===== src/rtl/ofm_stream_reader.sv =====
// ofm_stream_reader: drains the finished OFM from RAM port B, packs 16-bit
// words into INOUT_WIDTH-bit beats and emits them on a valid/ready stream.
// Optional build macro OFM_RELU_EN: clamp negative words to zero before packing.
module ofm_stream_reader #(
   parameter int DATA_WIDTH  = 8,
   parameter int INOUT_WIDTH = 128,
   parameter int IFM_SIZE    = 34,
   parameter int KERNEL_SIZE = 3,
   parameter int NO_FILTER   = 16,
   parameter int ADDR_WIDTH  = 14
) (
   input  logic                    clk,
   input  logic                    rst_n,
   input  logic                    start,
   output logic                    rd_en,
   output logic [ADDR_WIDTH-1:0]   rd_addr,
   input  logic [2*DATA_WIDTH-1:0] rd_data,
   output logic [INOUT_WIDTH-1:0]  out_data,
   output logic                    out_valid,
   input  logic                    out_ready,
   output logic                    out_last,
   output logic                    busy,
   output logic                    done
);

   localparam int WORD_W   = 2 * DATA_WIDTH;
   localparam int WPB      = INOUT_WIDTH / WORD_W;
   localparam int OFM_SIZE = IFM_SIZE - KERNEL_SIZE + 1;
   localparam int TOTAL    = OFM_SIZE * OFM_SIZE * NO_FILTER;
   localparam int BEATS    = TOTAL / WPB;
   localparam int CW       = $clog2(2 * WPB + 1) + 1;
   localparam int BW       = $clog2(BEATS + 1);

   localparam logic [ADDR_WIDTH-1:0] LAST_ADDR = ADDR_WIDTH'(TOTAL - 1);
   localparam logic [CW-1:0]         CAP_ONE   = CW'(WPB);
   localparam logic [CW-1:0]         CAP_TWO   = CW'(2 * WPB);
   localparam logic [BW-1:0]         LAST_BEAT = BW'(BEATS - 1);

   typedef enum logic [1:0] {IDLE, READ, DRAIN, FIN} state_t;

   state_t                  state_reg;
   logic [ADDR_WIDTH-1:0]   addr_cnt_reg;   // next address to issue
   logic                    dv_reg;         // rd_data carries a word this cycle
   logic [CW-1:0]           pack_cnt_reg;   // filled pack slots
   logic [INOUT_WIDTH-1:0]  pack_reg;
   logic [BW-1:0]           beat_cnt_reg;

   logic [WORD_W-1:0]       word;
   logic                    hs;
   logic                    move;
   logic                    ov_next;
   logic                    room;
   logic [CW-1:0]           filled;
   logic [CW-1:0]           pack_cnt_next;
   logic [CW-1:0]           cap;
   logic [INOUT_WIDTH-1:0]  merged;

   // Next-state helpers: capture, pack-to-output move and read credit.
   // Pack plus output register hold 2*WPB words while the output register is
   // empty; once it is full only the pack (WPB words) can absorb returns.
   always_comb begin
      word = rd_data;
`ifdef OFM_RELU_EN
      if (rd_data[WORD_W-1]) word = '0;
`endif
      hs            = out_valid & out_ready;
      filled        = pack_cnt_reg + CW'(dv_reg);
      move          = (filled == CAP_ONE) & (~out_valid | hs);
      ov_next       = move | (out_valid & ~hs);
      pack_cnt_next = move ? '0 : filled;
      cap           = ov_next ? CAP_ONE : CAP_TWO;
      room          = (pack_cnt_next + CW'(rd_en)) < cap;
   end

   // Pack image with the arriving word dropped into its slot; the final word
   // of a beat goes straight to out_data through this path.
   generate
      for (genvar gi = 0; gi < WPB; gi++) begin : g_slot
         assign merged[gi*WORD_W +: WORD_W] =
            (dv_reg && (pack_cnt_reg == CW'(gi))) ? word : pack_reg[gi*WORD_W +: WORD_W];
      end
   endgenerate

   // Control FSM, read issue, packing and the registered output stage.
   always_ff @(posedge clk or negedge rst_n) begin
      if (!rst_n) begin
         state_reg    <= IDLE;
         addr_cnt_reg <= '0;
         dv_reg       <= 1'b0;
         pack_cnt_reg <= '0;
         pack_reg     <= '0;
         beat_cnt_reg <= '0;
         rd_en        <= 1'b0;
         rd_addr      <= '0;
         out_data     <= '0;
         out_valid    <= 1'b0;
         out_last     <= 1'b0;
         busy         <= 1'b0;
         done         <= 1'b0;
      end else begin
         dv_reg       <= rd_en;
         pack_cnt_reg <= pack_cnt_next;
         out_valid    <= ov_next;
         done         <= 1'b0;
         if (dv_reg) pack_reg <= merged;
         if (move) begin
            out_data     <= merged;
            out_last     <= (beat_cnt_reg == LAST_BEAT);
            beat_cnt_reg <= beat_cnt_reg + 1'b1;
         end else if (hs) begin
            out_last <= 1'b0;
         end

         case (state_reg)
            IDLE: begin
               rd_en <= 1'b0;
               if (start) begin
                  state_reg    <= READ;
                  busy         <= 1'b1;
                  rd_en        <= 1'b1;
                  rd_addr      <= '0;
                  addr_cnt_reg <= ADDR_WIDTH'(1);
                  pack_cnt_reg <= '0;
                  beat_cnt_reg <= '0;
               end
            end
            READ: begin
               if (room) begin
                  rd_en        <= 1'b1;
                  rd_addr      <= addr_cnt_reg;
                  addr_cnt_reg <= addr_cnt_reg + 1'b1;
                  if (addr_cnt_reg == LAST_ADDR) state_reg <= DRAIN;
               end else begin
                  rd_en <= 1'b0;
               end
            end
            DRAIN: begin
               rd_en <= 1'b0;
               if (hs && out_last) begin
                  state_reg <= FIN;
                  busy      <= 1'b0;
                  done      <= 1'b1;
               end
            end
            FIN: begin
               rd_en     <= 1'b0;
               state_reg <= IDLE;
            end
            default: state_reg <= IDLE;
         endcase
      end
   end

endmodule


===== config.mk =====
export PLATFORM = sky130hd
export DESIGN_NAME = ofm_stream_reader
export DESIGN_NICKNAME = d
export VERILOG_FILES = /design/src/rtl/ofm_stream_reader.sv
export SDC_FILE = /design/constraint.sdc
export NUM_CORES = 1
export LEC_CHECK = 0
export CAP_MARGIN = 20
export CORE_MARGIN = 3
export CORE_UTILIZATION = 35
export CTS_CLUSTER_DIAMETER = 30
export DETAILED_ROUTE_END_ITERATION = 12
export MAX_ROUTING_LAYER = met4
export PLACE_DENSITY_LB_ADDON = 0.12
export SLEW_MARGIN = 20
export SYNTH_ARGS = -nofsm -noshare
export SYNTH_HDL_FRONTEND = slang
export SYNTH_SLANG_ARGS = --single-unit

===== constraint.sdc =====
create_clock -name clk -period 9.8 [get_ports clk]
set_input_delay 0.98 -clock clk [delete_from_list [all_inputs] [get_ports clk]]
set_output_delay 0.98 -clock clk [all_outputs]
set_load 0.005 [all_outputs]

==> results.ini <==
[critical_path]
arrival_ps=4550
slowest_stage=nor2_1
startpoint_type=register
slowest_delay_ps=660
critical_path_required_ps=10250
path_cells=ha_1 > ha_1 > nor3_1 > nand3_1 > o21ai_0 > ha_1 > nand3b_1 > o21ba_2 > mux2_2 > nor2_1 > a31oi_4 > a221o_1
cpMostUsedCell=ha_1
worstSetupEndpointType=register
path_max_fanout=17
critPathKind=register to register
r2r_cells=12

[place]
preCtsSetupSlack_ps=5360
post-place-cells=1438
port_buffers=166
hpwl_um=18200
routabilityCongestion=0.810

[detailed_routing]
totalWireLength_um=29400
viasPerCell=4.85
drc=0
ant_nets=0
wl_per_cell_um=18.7
dr.pass1.iters=7
first_iter_violations=293
num_vias=7645

[clocking]
clock-sinks=310
cts_setup_buffers=0
hold_buffers=0
htreeDepth=3
cts_tree=yes
clk_path_buf_depth=3
cts_inserted_buffers=78
ctsResizeCount=0
clk_latency_ps=570
cts_root_buf=clkbuf_16
clk_pin_slew_worst_paths_ps=50

[sta]
slew_violations=0
finalSetupTns_ps=0
skew_ps=26.0
fmax_ghz=0.244
rsz0062_at_grt=no
setup_violations=0
finalCritPeriodShare_pct=41.9
max-slew-margin-rel_pct=29.1
worst_pin_slew_ps=1060
final_hold_viol_count=0
period_minus_slack_ps=4100
worst_slack_ps=5700

[die]
fp-row-count=68
fp.dieH_um=194
dieArea_um2=37700
coreArea_um2=34700
num_io_pins=167
start_util_pct=35.7
die_w_um=194

[synthesis]
synth.cell_area_um2=12400
synth_cell_types=56
synth_top_area_share_pct=62.7
yosys.area.top_type=dfrtp_1
syn_nets=876
postSynthCellCount=848
synth_edf_count=0
synth-main-ff-cell=dfrtp_1
syn_area_per_cell_um2=14.6
synthArstFlopShare_pct=100
ys_warn_count=0
ys_seq_elements=310
synthTopCellsByArea=dfrtp_1 63%, mux2_2 23%, nand2_1 0.97%
ys_seq_area_share_pct=62.7

[global_routing]
grt_pass1_wl_um=47200
antenna_found_initial=0
grt_usage_pct=16.3
grt_pass1_vias=8166
grt_start_max_net_pins=118
grt_overflow=0

[flow_run]
max-cap-violations=0

[cells_and_area]
syn2layout_area_growth_pct=37.8
diodes=0
layout_common_cells=310 x dfrtp_1, 257 x mux2_2, 165 x clkdlybuf4s50_1
drive_gt1_share_pct=35.8
layout_commonest_cell=dfrtp_1
stdcell_count=1575
fin_nets=1091

[pwr]
p_per_area_nw_per_um2=344
p_leak_uw=0.00756
irDropWorstVdd_v=0.000159

[hold_path]
min_path_cells=1
worst_hold_path_type=register to register

[run_status]
status=completed

[per-layer routing]
layer | track usage [%] | routed length, um | up-vias | share of wire (%)
met5 | - | 0 | - | 0
met4 | 5.37 | 523 | 0 | 1.8
met3 | 5.89 | 1960 | 42 | 6.7
met2 | 24.7 | 14000 | 180 | 47
met1 | 20.3 | 13000 | 3893 | 44
li1 | - | - | 3530 | -
[final cells by class]
type,instances,area (um2)
Clock buffer,105,2170
Clock inverter,32,400
Fill cell,3054,17700
Inverter,12,45.0
Multi-Input combinational cell,491,4420
Sequential cell,310,7760
Tap cell,455,569
Timing Repair Buffer,170,1700
[synthesized netlist by cell type, types with 2 or more instances]
cell type / number
xnor2_1: 4
nand3_1: 19
nor3b_1: 7
buf_2: 16
nor3_1: 12
ha_1: 8
nor2b_1: 2
and3_1: 6
nand2b_1: 6
or3_1: 10
o221ai_1: 6
nand4_1: 10
mux2i_1: 4
xor2_1: 3
dfrtp_1: 310
buf_6: 2
or4_1: 3
nand2_1: 32
nor2_1: 19
a22o_2: 5
a22o_1: 10
a211oi_1: 3
mux2_2: 257
inv_1: 12
clkbuf_1: 14
a21oi_1: 13
and2_1: 7
a31o_2: 3
nor4_1: 3
o211ai_1: 3
o21ai_0: 14
[critical path, delay by kind of cell (launching register included)]
kind / cells / cell delay (ps)
simple gates: 4 / 1280
compound gates: 4 / 1190
fa+ha+maj: 3 / 880
flops: 1 / 390
mux: 1 / 260
[metrics by stage]
stage | hold slack (ps) | cell area (um2) | power (uW) | utilization, %
2_1_floorplan | 396 | 12400 | 2740 | -
3_3_place_gp | 475 | 14500 | 3420 | 41.7
3_5_place_dp | 470 | 14500 | 3450 | 41.7
4_1_cts | 470 | 17100 | 5960 | 49.1
5_1_grt | 478 | 17100 | 6200 | 49.1
6_report | 472 | 17100 | 5870 | 49.1
[power breakdown]
part	switching (uW)	leakage (uW)	internal, uW
Combinational	572	0.00233	843
Sequential	213	0.00398	1780
Clock	737	0.00125	1720
Total	1520	0.00756	4350
[final timing paths]
| check | start | end | slack, ps |
|---|---|---|---|
| max | pack_cnt_reg[0] | addr_cnt_reg[5] | 5700 |
| min | beat_cnt_reg[11] | out_last | 470 |
| max reg2reg | pack_cnt_reg[0] | addr_cnt_reg[5] | 5700 |
| min reg2reg | beat_cnt_reg[11] | out_last | 470 |
| max in group asynchronous | rst_n | pack_reg[4] | 7730 |
| min in group asynchronous | rst_n | rd_addr[1] | 490 |
[cells by family (layout without fill, tap and decap cells)]
kind of cell,Yosys count,count (layout),share of synthesized area [%]
flops,310,310,62.7
mux,262,262,23.8
compound gates,69,69,4.13
simple gates,145,145,6.31
buf+inv,47,319,1.75
fa+ha+maj,8,8,0.809
xor+xnor,7,7,0.495
(Power assumes the default switching activity.)
